## src/rtl/motoro3_pkg.sv

```systemverilog
// Shared types and default timing for the motoro3 drive control blocks.
package motoro3_pkg;

    localparam int FREQ_W = 10;

    localparam logic [FREQ_W-1:0] FREQ_MIN_DEF = 10'd1000;
    localparam int STEP_DIV_DEF = 10000;
    localparam int DEAD_CYC_DEF = 100000;

    typedef enum logic [2:0] {
        IDLE,
        RAMP,
        RUN,
        STOPPING,
        DEAD
    } m3ctl_state_t;

endpackage

```

## src/rtl/motoro3_tick.sv

```systemverilog
// Ramp prescaler: a down-counter that emits a one-cycle tick every STEP_DIV
// enabled cycles, restarting a full period whenever clr is asserted.
module motoro3_tick #(
    parameter int STEP_DIV = motoro3_pkg::STEP_DIV_DEF
) (
    input  logic clk,
    input  logic nRst,
    input  logic clr,
    input  logic en,
    output logic tick
);

    localparam int CW = $clog2(STEP_DIV);
    localparam logic [CW-1:0] RELOAD = CW'(STEP_DIV - 1);

    logic [CW-1:0] cnt;

    always_ff @(posedge clk or negedge nRst) begin
        if (!nRst) begin
            cnt <= '0;
        end else if (clr) begin
            cnt <= RELOAD;
        end else if (en) begin
            cnt <= (cnt == '0) ? RELOAD : cnt - CW'(1);
        end
    end

    assign tick = en & (cnt == '0);

endmodule

```

## src/rtl/motoro3_ramp_ctrl.sv

```systemverilog
// Command sequencer for motoro3_top: rate-limited speed ramps, ramp-down and
// dead time before any stop or reversal, and an immediate fault stop.
//
// state    | meaning
// IDLE     | drive off at minimum speed, waiting for a pending run
// RAMP     | drive on, stepping m3freq toward the pending target
// RUN      | drive on at target speed
// STOPPING | drive on, ramping down to minimum before switching off
// DEAD     | drive off, dead-time counter running (held while fault is high)
module motoro3_ramp_ctrl
    import motoro3_pkg::*;
#(
    parameter logic [FREQ_W-1:0] FREQ_MIN = FREQ_MIN_DEF,
    parameter int STEP     = 1,
    parameter int STEP_DIV = STEP_DIV_DEF,
    parameter int DEAD_CYC = DEAD_CYC_DEF
) (
    input  logic              clk,
    input  logic              nRst,
    input  logic              cmd_valid,
    output logic              cmd_ready,
    input  logic              cmd_run,
    input  logic              cmd_rev,
    input  logic [FREQ_W-1:0] cmd_freq,
    input  logic              fault,
    output logic              m3start,
    output logic              m3invOrStop,
    output logic [FREQ_W-1:0] m3freq,
    output logic              at_speed,
    output logic              busy
);

    localparam int DW = $clog2(DEAD_CYC);
    localparam logic [DW-1:0] DEAD_LAST = DW'(DEAD_CYC - 1);
    localparam logic [FREQ_W:0] STEP_X = (FREQ_W + 1)'(STEP);
    localparam logic [FREQ_W-1:0] STEP_N = FREQ_W'(STEP);
    localparam logic [FREQ_W:0] FMIN_X = {1'b0, FREQ_MIN};

    m3ctl_state_t state, nxt_state;

    logic              pend_run, pend_rev;
    logic [FREQ_W-1:0] pend_tgt;
    logic              dir, nxt_dir, nxt_start;
    logic [FREQ_W-1:0] nxt_freq, ramp_freq, stop_freq, dn_diff;
    logic [FREQ_W:0]   freq_x, tgt_x, up_sum;
    logic [DW-1:0]     dead_cnt, nxt_dead;
    logic              accept, need_stop, tick, tick_clr, tick_en;

    assign cmd_ready   = ~fault;
    assign accept      = cmd_valid & cmd_ready;
    assign need_stop   = ~pend_run | (pend_rev != dir);
    assign m3invOrStop = dir;

    always_ff @(posedge clk or negedge nRst) begin
        if (!nRst) begin
            pend_run <= 1'b0;
            pend_rev <= 1'b0;
            pend_tgt <= FREQ_MIN;
        end else if (fault) begin
            pend_run <= 1'b0;
        end else if (accept) begin
            pend_run <= cmd_run;
            pend_rev <= cmd_rev;
            pend_tgt <= (cmd_freq < FREQ_MIN) ? FREQ_MIN : cmd_freq;
        end
    end

    // 11-bit ramp arithmetic so neither direction can wrap.
    assign freq_x  = {1'b0, m3freq};
    assign tgt_x   = {1'b0, pend_tgt};
    assign up_sum  = freq_x + STEP_X;
    assign dn_diff = m3freq - STEP_N;

    always_comb begin
        ramp_freq = pend_tgt;
        if (freq_x < tgt_x) begin
            if (up_sum <= tgt_x) ramp_freq = up_sum[FREQ_W-1:0];
        end else if (freq_x >= tgt_x + STEP_X) begin
            ramp_freq = dn_diff;
        end
        stop_freq = (freq_x >= FMIN_X + STEP_X) ? dn_diff : FREQ_MIN;
    end

    always_comb begin
        nxt_state = state;
        nxt_start = m3start;
        nxt_dir   = dir;
        nxt_freq  = m3freq;
        nxt_dead  = dead_cnt;
        case (state)
            IDLE: begin
                nxt_start = 1'b0;
                nxt_freq  = FREQ_MIN;
                if (pend_run) begin
                    nxt_dir   = pend_rev;
                    nxt_start = 1'b1;
                    nxt_state = (pend_tgt == FREQ_MIN) ? RUN : RAMP;
                end
            end
            RAMP: begin
                if (need_stop) begin
                    nxt_state = STOPPING;
                end else if (m3freq == pend_tgt) begin
                    nxt_state = RUN;
                end else if (tick) begin
                    nxt_freq = ramp_freq;
                end
            end
            RUN: begin
                if (need_stop) begin
                    nxt_state = STOPPING;
                end else if (pend_tgt != m3freq) begin
                    nxt_state = RAMP;
                end
            end
            STOPPING: begin
                if (!need_stop) begin
                    nxt_state = RAMP;
                end else if (m3freq == FREQ_MIN) begin
                    nxt_start = 1'b0;
                    nxt_state = DEAD;
                    // The IDLE cycle before a restart is also drive-off time,
                    // so it is counted up front to keep the window DEAD_CYC long.
                    nxt_dead  = DW'(1);
                end else if (tick) begin
                    nxt_freq = stop_freq;
                end
            end
            DEAD: begin
                nxt_start = 1'b0;
                if (dead_cnt == DEAD_LAST) begin
                    nxt_state = IDLE;
                    nxt_dead  = '0;
                end else begin
                    nxt_dead = dead_cnt + DW'(1);
                end
            end
            default: begin
                nxt_state = IDLE;
                nxt_start = 1'b0;
                nxt_freq  = FREQ_MIN;
                nxt_dead  = '0;
            end
        endcase
        if (fault) begin
            nxt_state = DEAD;
            nxt_start = 1'b0;
            nxt_freq  = FREQ_MIN;
            nxt_dead  = '0;
        end
    end

    always_ff @(posedge clk or negedge nRst) begin
        if (!nRst) begin
            state    <= IDLE;
            m3start  <= 1'b0;
            dir      <= 1'b0;
            m3freq   <= FREQ_MIN;
            dead_cnt <= '0;
            at_speed <= 1'b0;
            busy     <= 1'b0;
        end else begin
            state    <= nxt_state;
            m3start  <= nxt_start;
            dir      <= nxt_dir;
            m3freq   <= nxt_freq;
            dead_cnt <= nxt_dead;
            at_speed <= (nxt_state == RUN) & nxt_start;
            busy     <= (nxt_state != IDLE);
        end
    end

    assign tick_en  = (state == RAMP) | (state == STOPPING);
    assign tick_clr = (nxt_state != state) & ((nxt_state == RAMP) | (nxt_state == STOPPING));

    motoro3_tick #(
        .STEP_DIV(STEP_DIV)
    ) u_tick (
        .clk (clk),
        .nRst(nRst),
        .clr (tick_clr),
        .en  (tick_en),
        .tick(tick)
    );

endmodule

```

## config.mk

```make
export PLATFORM = sky130hd
export DESIGN_NAME = motoro3_ramp_ctrl
export DESIGN_NICKNAME = d
export VERILOG_FILES = /design/src/rtl/motoro3_pkg.sv /design/src/rtl/motoro3_tick.sv /design/src/rtl/motoro3_ramp_ctrl.sv
export SDC_FILE = /design/constraint.sdc
export NUM_CORES = 1
export LEC_CHECK = 0
export BUFFER_PORTS_ARGS = -buffer_cell sky130_fd_sc_hd__buf_2
export CAP_MARGIN = 20
export CORE_ASPECT_RATIO = 0.75
export CORE_MARGIN = 1.5
export CORE_UTILIZATION = 30
export DETAILED_ROUTE_END_ITERATION = 8
export PLACE_DENSITY_LB_ADDON = 0.3
export SLEW_MARGIN = 20
export SYNTH_ARGS = -nofsm -noshare
export SYNTH_HDL_FRONTEND = slang
export SYNTH_SLANG_ARGS = --single-unit
```

## constraint.sdc

```tcl
create_clock -name clk -period 4.25 [get_ports clk]
set_input_delay 0.85 -clock clk [delete_from_list [all_inputs] [get_ports clk]]
set_output_delay 0.85 -clock clk [all_outputs]
set_load 0.05 [all_outputs]
```

# After elaboration in Yosys (flattened, before gate mapping)
# Index checks and enable logic that the tools add are counted.
[word_totals]
register_bits = 60
inputBits = 16
output_inout_bits = 15
elab_cells = 104
[classes]
add_sub_neg = 5
magnitude_cmp = 5
eq_ne = 23
n_mux = 39
bitwise = 9
n_reduce_logical = 12
[ops]
columns = ["operator", "n"]
rows = [
  ["$mux W10", 12],
  ["$mux W17", 4],
  ["$pmux W17 S3", 1],
  ["$mux W14", 3],
  ["$pmux W10 S3", 1],
  ["$mux W3", 9],
  ["$add A10 B1 Y11 const B", 2],
  ["$ne A3 B3 Y1 const B", 7],
  ["$eq A10 B10 Y1 const B", 2],
  ["$add A17 B1 Y17 const B", 1],
  ["$eq A17 B17 Y1 const B", 1],
  ["$pmux W3 S5", 1],
  ["$logic_not A14 Y1", 1],
  ["$sub A14 B1 Y14 const B", 1],
  ["$eq A3 B2 Y1 const B", 4],
  ["$ge A10 B11 Y1", 1],
  ["$le A11 B10 Y1", 1],
  ["$eq A10 B10 Y1", 1],
  ["$ge A10 B10 Y1 const B", 1],
  ["$lt A10 B10 Y1", 1],
  ["$lt A10 B10 Y1 const B", 1],
  ["$ne A10 B10 Y1", 1],
  ["$sub A10 B1 Y10 const B", 1],
  ["$reduce_and A7 Y1", 1],
  ["18 further kinds", 34],
]

# Logic depth before layout (Yosys ltp)
[depth]
depth_word = 9
ltp_mapped = 14
mapped_depth_nobuf = 13

# By module
# A second synthesis with hierarchy kept.
[unflattened]
hier_cells = 498
hier_area_um2 = 4480.5
[by_module_without_submodules]
columns = ["module", "instances", "cells_per_inst", "area_each_um2", "seq_area_each_um2"]
rows = [
  ["motoro3_ramp_ctrl", 1, 423, 3748.6, 1166.1],
  ["motoro3_tick", 1, 75, 732.0, 350.3],
]

# Least setup slack after synthesis
# OpenSTA, ideal clock, no wires.
[synth_timing]
path_kind = "reg-to-reg"
startpoint = "reg m3freq[2]"
endpoint = "reg m3freq[6]"
setup_time_ps = 60
arrival_ps = 3379
required_time_ps = 4190
setup_slack_ps = 811
path_stages_with_launch = 15
n_path_buf = 2
synth_period_minus_slack_ps = 3439
path_cell_list = "dfrtp_1 > buf_4 > and2_1 > nand4_1 > nor2_1 > xor2_1 > ha_1 > nand4_2 > or3_1 > o221a_2 > and4bb_4 > buf_4 > nor3_1 > nor4b_2 > o22a_1"
[synth_between]
elab_chain_cells = 9
elab_cells_between_ends = 23
cone_classes = "add/sub: 2; order compare: 4; eq/ne: 4; mux: 12; reduce/logical: 1"
[synth_lines]
columns = ["element", "line_no", "rtl"]
rows = [
  ["start, declared", "motoro3_ramp_ctrl.sv:28", "output logic [FREQ_W-1:0] m3freq,"],
  ["start signal, assigned", "motoro3_ramp_ctrl.sv:166", "m3freq <= nxt_freq;"],
  ["$add A10 B1 Y11", "motoro3_ramp_ctrl.sv:71", "assign up_sum = freq_x + STEP_X;"],
  ["$le A11 B10 Y1", "motoro3_ramp_ctrl.sv:77", "if (up_sum <= tgt_x) ramp_freq = up_sum[FREQ_W-1:0];"],
  ["$mux W10", "motoro3_ramp_ctrl.sv:77", ""],
  ["$mux W10", "motoro3_ramp_ctrl.sv:76", "if (freq_x < tgt_x) begin"],
  ["$mux W10", "motoro3_ramp_ctrl.sv:105", "end else if (tick) begin"],
  ["$mux W10", "motoro3_ramp_ctrl.sv:103", "end else if (m3freq == pend_tgt) begin"],
  ["$mux W10", "motoro3_ramp_ctrl.sv:101", "if (need_stop) begin"],
  ["$pmux W10 S3", "motoro3_ramp_ctrl.sv:90", "case (state)"],
  ["$mux W10", "motoro3_ramp_ctrl.sv:145", "if (fault) begin"],
]
# Several ways; a longest one is shown, not always the timed one. The select of a mux whose other input is x is not followed.
# A chain may end at the register's enable or synchronous reset.

# Worst setup path in the final report
[layout_timing]
startpoint = "reg m3freq[3]"
endpoint = "reg m3freq[1]"
# The elaborated chain is that of the path after synthesis.

==> impl_results.md <==
* CP Data Required Time at ~4.5 ns
* Mapped Avg Cell Area at 8.43 um^2
* Routability cong. at slightly below 0.9
* Synth Area in XOR/XNOR at 0.0442
* DR DRC count at 0
* Final Max Slew Viols at 0
* Fin Setup TNS at 0 ns
* Post-CTS setup buffer count at 0
* Mux share of post-synthesis cell area at 0.0131
* Post-layout instance area at roughly 5400 um^2
* R2r endpoint: m3freq[1]$_DFFE_PN0P_
* WL/cell at approximately 17 um
* Util after Layout at 0.352
* Dominant cell type by area after synthesis: dfrtp_1
* Pwr Density at about 280 nW/um^2
* Synth cell count leaders: nand2_1 (63), nor2_1 (56), dfrtp_1 (48), ha_1 (37)
* Hold-fix buffers, CTS at 0
* Setup Viol. Count Final at 0
* Largest net degree at the start of global routing at 33
* Leakage power at between 2 and 2.5 nW
* Syn_nets at roughly 600
* Hold Crit Start: u_tick.cnt[0]$_DFFE_PN0P_
* CP arrival at 3.93 ns
* Area growth from synthesis to layout at 13.7%
* Synth area leaders: dfrtp_1 (25%), ha_1 (9.7%), dfstp_2 (6.6%)
* Wirelength, routed at between 10 and 15 mm
* Fin crit period at about 3.7 ns
* Post-Synth Simple-Gate Area at 0.272
* Core box area at 15400 um^2
* Maximum VDD drop at 0.199 mV
* Top-count cell post-synth: nand2_1
* Worst skew pair latency at 0.33 ns
* DRT Pass-1 Iters at 5
* Die Y at 112 um
* H-Tree Depth at 3
* DR vias at ~4400
* CP startpoint kind: flop
* Max transition margin at 0.380
* Worst Reg-to-Reg Cells at 12
* CP Class: reg -> reg
* PortBufs at 30
* Initial Util at 0.310
* Post-layout nets at roughly 640
* Non-filler cells, final at 795
* Clock sinks at 60
* RSZ-0062 raised after global routing: false
* Yosys reg bits at 60
* Cell count after placement at between 700 and 800
* Hold Fails Final Rpt at 0
* Crit end category: flop
* R2R Setup Slk at roughly 0.57 ns
* HPWL Detailed at 9.79 mm
* Synth Area in Adders at 0.0972
* Max cap viols at 0
* Synthesized area at 4760 um^2
* Worst Hold Endpoint: u_tick.cnt[0]$_DFFE_PN0P_
* Synth Flop Type: dfrtp_1
* Total CTS buffers at 9
* Largest family of logic cells by synthesized area: simple AND/OR/NAND/NOR gates
* Die area at around 17000 um^2
* GRT Total Usage at 0.166
* Die width at approximately 150 um
* Layout cell share with drive strength beyond 1 at 0.149
* CTS clk-pin slew, worst paths at ~0.06 ns
* Crit-path max FO at 20
* Hold Crit Class: reg -> reg
* Syn Inst Count at roughly 570
* Post-synth EDFFs at 0
* Post-synthesis sequential area ratio at 0.319
* YS warnings at 0
* Gr ovfl total at 0
* Synth Area in Compound Gates at 0.207
* IO Count at 31
* Initial DRC Count at about 400
* Fin crit share at 0.867
* Fraction of registers with async set/reset at 1.00
* DRT antenna net count at 0
* Worst r2r src: m3freq[3]$_DFFE_PN1P_
* Row cnt at 39
* Vias in the first global route at roughly 4200
* Vias/cell at 5.52
* Worst Tran Pin Value at just over 0.9 ns
* WHS at slightly above 0.5 ns
* Synth top area share at 0.252
* First-pass GRT wire length at between 20 and 25 mm
* Hold Crit Depth at 1
* TritonCTS clock tree: yes
* Max frequency at between 200 and 300 MHz
* Clock Skew at around 0.011 ns
* Netlist cell types at 77
* PostCTS Resize Cnt at 0
* Number of antenna violations at the first check in global routing at 0
* Max clock buf depth at 2
* CTS Root Buffer Type: clkbuf_16
* N_diodes at 0
* Status: finished, final reports clean
* Placed cell area at 5070 um^2
layer usage:
layer	vias to the layer above	wire length (um)	track usage
li1	2101	-	-
met1	2139	6790	0.257
met2	133	5360	0.227
met3	13	1010	0.0415
met4	0	144	0.0409
met5	-	0	0
worst max path at each step:
stage                          start                     to  slack [ns]
5_1_grt        m3freq[1]$_DFFE_PN0P_  m3freq[1]$_DFFE_PN0P_        0.23
4_1_cts        m3freq[3]$_DFFE_PN1P_  m3freq[1]$_DFFE_PN0P_        0.57
6_report       m3freq[3]$_DFFE_PN1P_  m3freq[1]$_DFFE_PN0P_        0.57
3_5_place_dp   m3freq[3]$_DFFE_PN1P_  m3freq[1]$_DFFE_PN0P_        0.63
3_3_place_gp   m3freq[3]$_DFFE_PN1P_  m3freq[1]$_DFFE_PN0P_        0.70
2_1_floorplan  m3freq[2]$_DFFE_PN0P_  m3freq[6]$_DFFE_PN1P_        0.81
stage by stage:
stage               setup slack, ns  total power, W
floorplan                     0.811        0.000637
global placement              0.702        0.000669
detailed placement            0.629        0.000672
CTS                           0.572         0.00153
global route                  0.233         0.00157
finish                        0.565         0.00152
layout make-up:
| type | instances | area (um^2) |
|---|---|---|
| repair buffers | 34 | 180 |
| fillers | 1584 | 9960 |
| flip-flops and latches | 60 | 1520 |
| inverters | 28 | 105 |
| clock inverters | 6 | 111 |
| clock buffers | 10 | 229 |
| well taps | 205 | 256 |
| multi-input cells | 452 | 3010 |
logic make-up after synthesis:
| group | after synthesis |
|---|---|
| AO/OA/AOI/OAI | 143 |
| XOR/XNOR | 24 |
| adder cells (fa/ha/maj) | 37 |
| buffers and inverters | 53 |
| flip-flops | 60 |
| multiplexers | 6 |
| AND/OR/NAND/NOR | 242 |
registers in the layout (all words and copies together), names as in the netlist:
| name | cells |
|---|---|
| dead_cnt | 17 |
| u_tick.cnt | 14 |
| m3freq | 10 |
| pend_tgt | 10 |
| state | 3 |
| at_speed | 1 |
| busy | 1 |
| m3invOrStop | 1 |
| m3start | 1 |
| pend_rev | 1 |
| pend_run | 1 |
power breakdown:
group | internal, W | switching [W]
Combinational | 0.0000254 | 0.0000503
Clock | 0.000574 | 0.000282
Sequential | 0.000578 | 0.00000810
Total | 0.00118 | 0.000341
critical path: stages (launching register included):
cell	delay, ns
dfstp_2	0.74
nand3_1	0.20
nor2_1	0.25
nand2_1	0.10
xnor2_1	0.21
ha_1	0.31
a211oi_1	0.25
o221ai_1	0.16
o221a_2	0.28
and4bb_4	0.41
mux2i_1	0.09
or4_1	0.40
a31oi_1	0.19
placed cells by master (no fill, tap or decap), types with 10 or more instances in the layout:
| cell type | n |
|---|---|
| o21ai_0 | 33 |
| nand2_1 | 63 |
| nor3_1 | 18 |
| nand2b_1 | 10 |
| nor2_1 | 56 |
| nand4_1 | 11 |
| buf_2 | 30 |
| xnor2_1 | 18 |
| dfrtp_1 | 48 |
| dfstp_2 | 12 |
| a21oi_1 | 33 |
| nand3_1 | 22 |
| ha_1 | 37 |
| inv_1 | 28 |
Note: power is estimated with default switching activity, not from simulation.
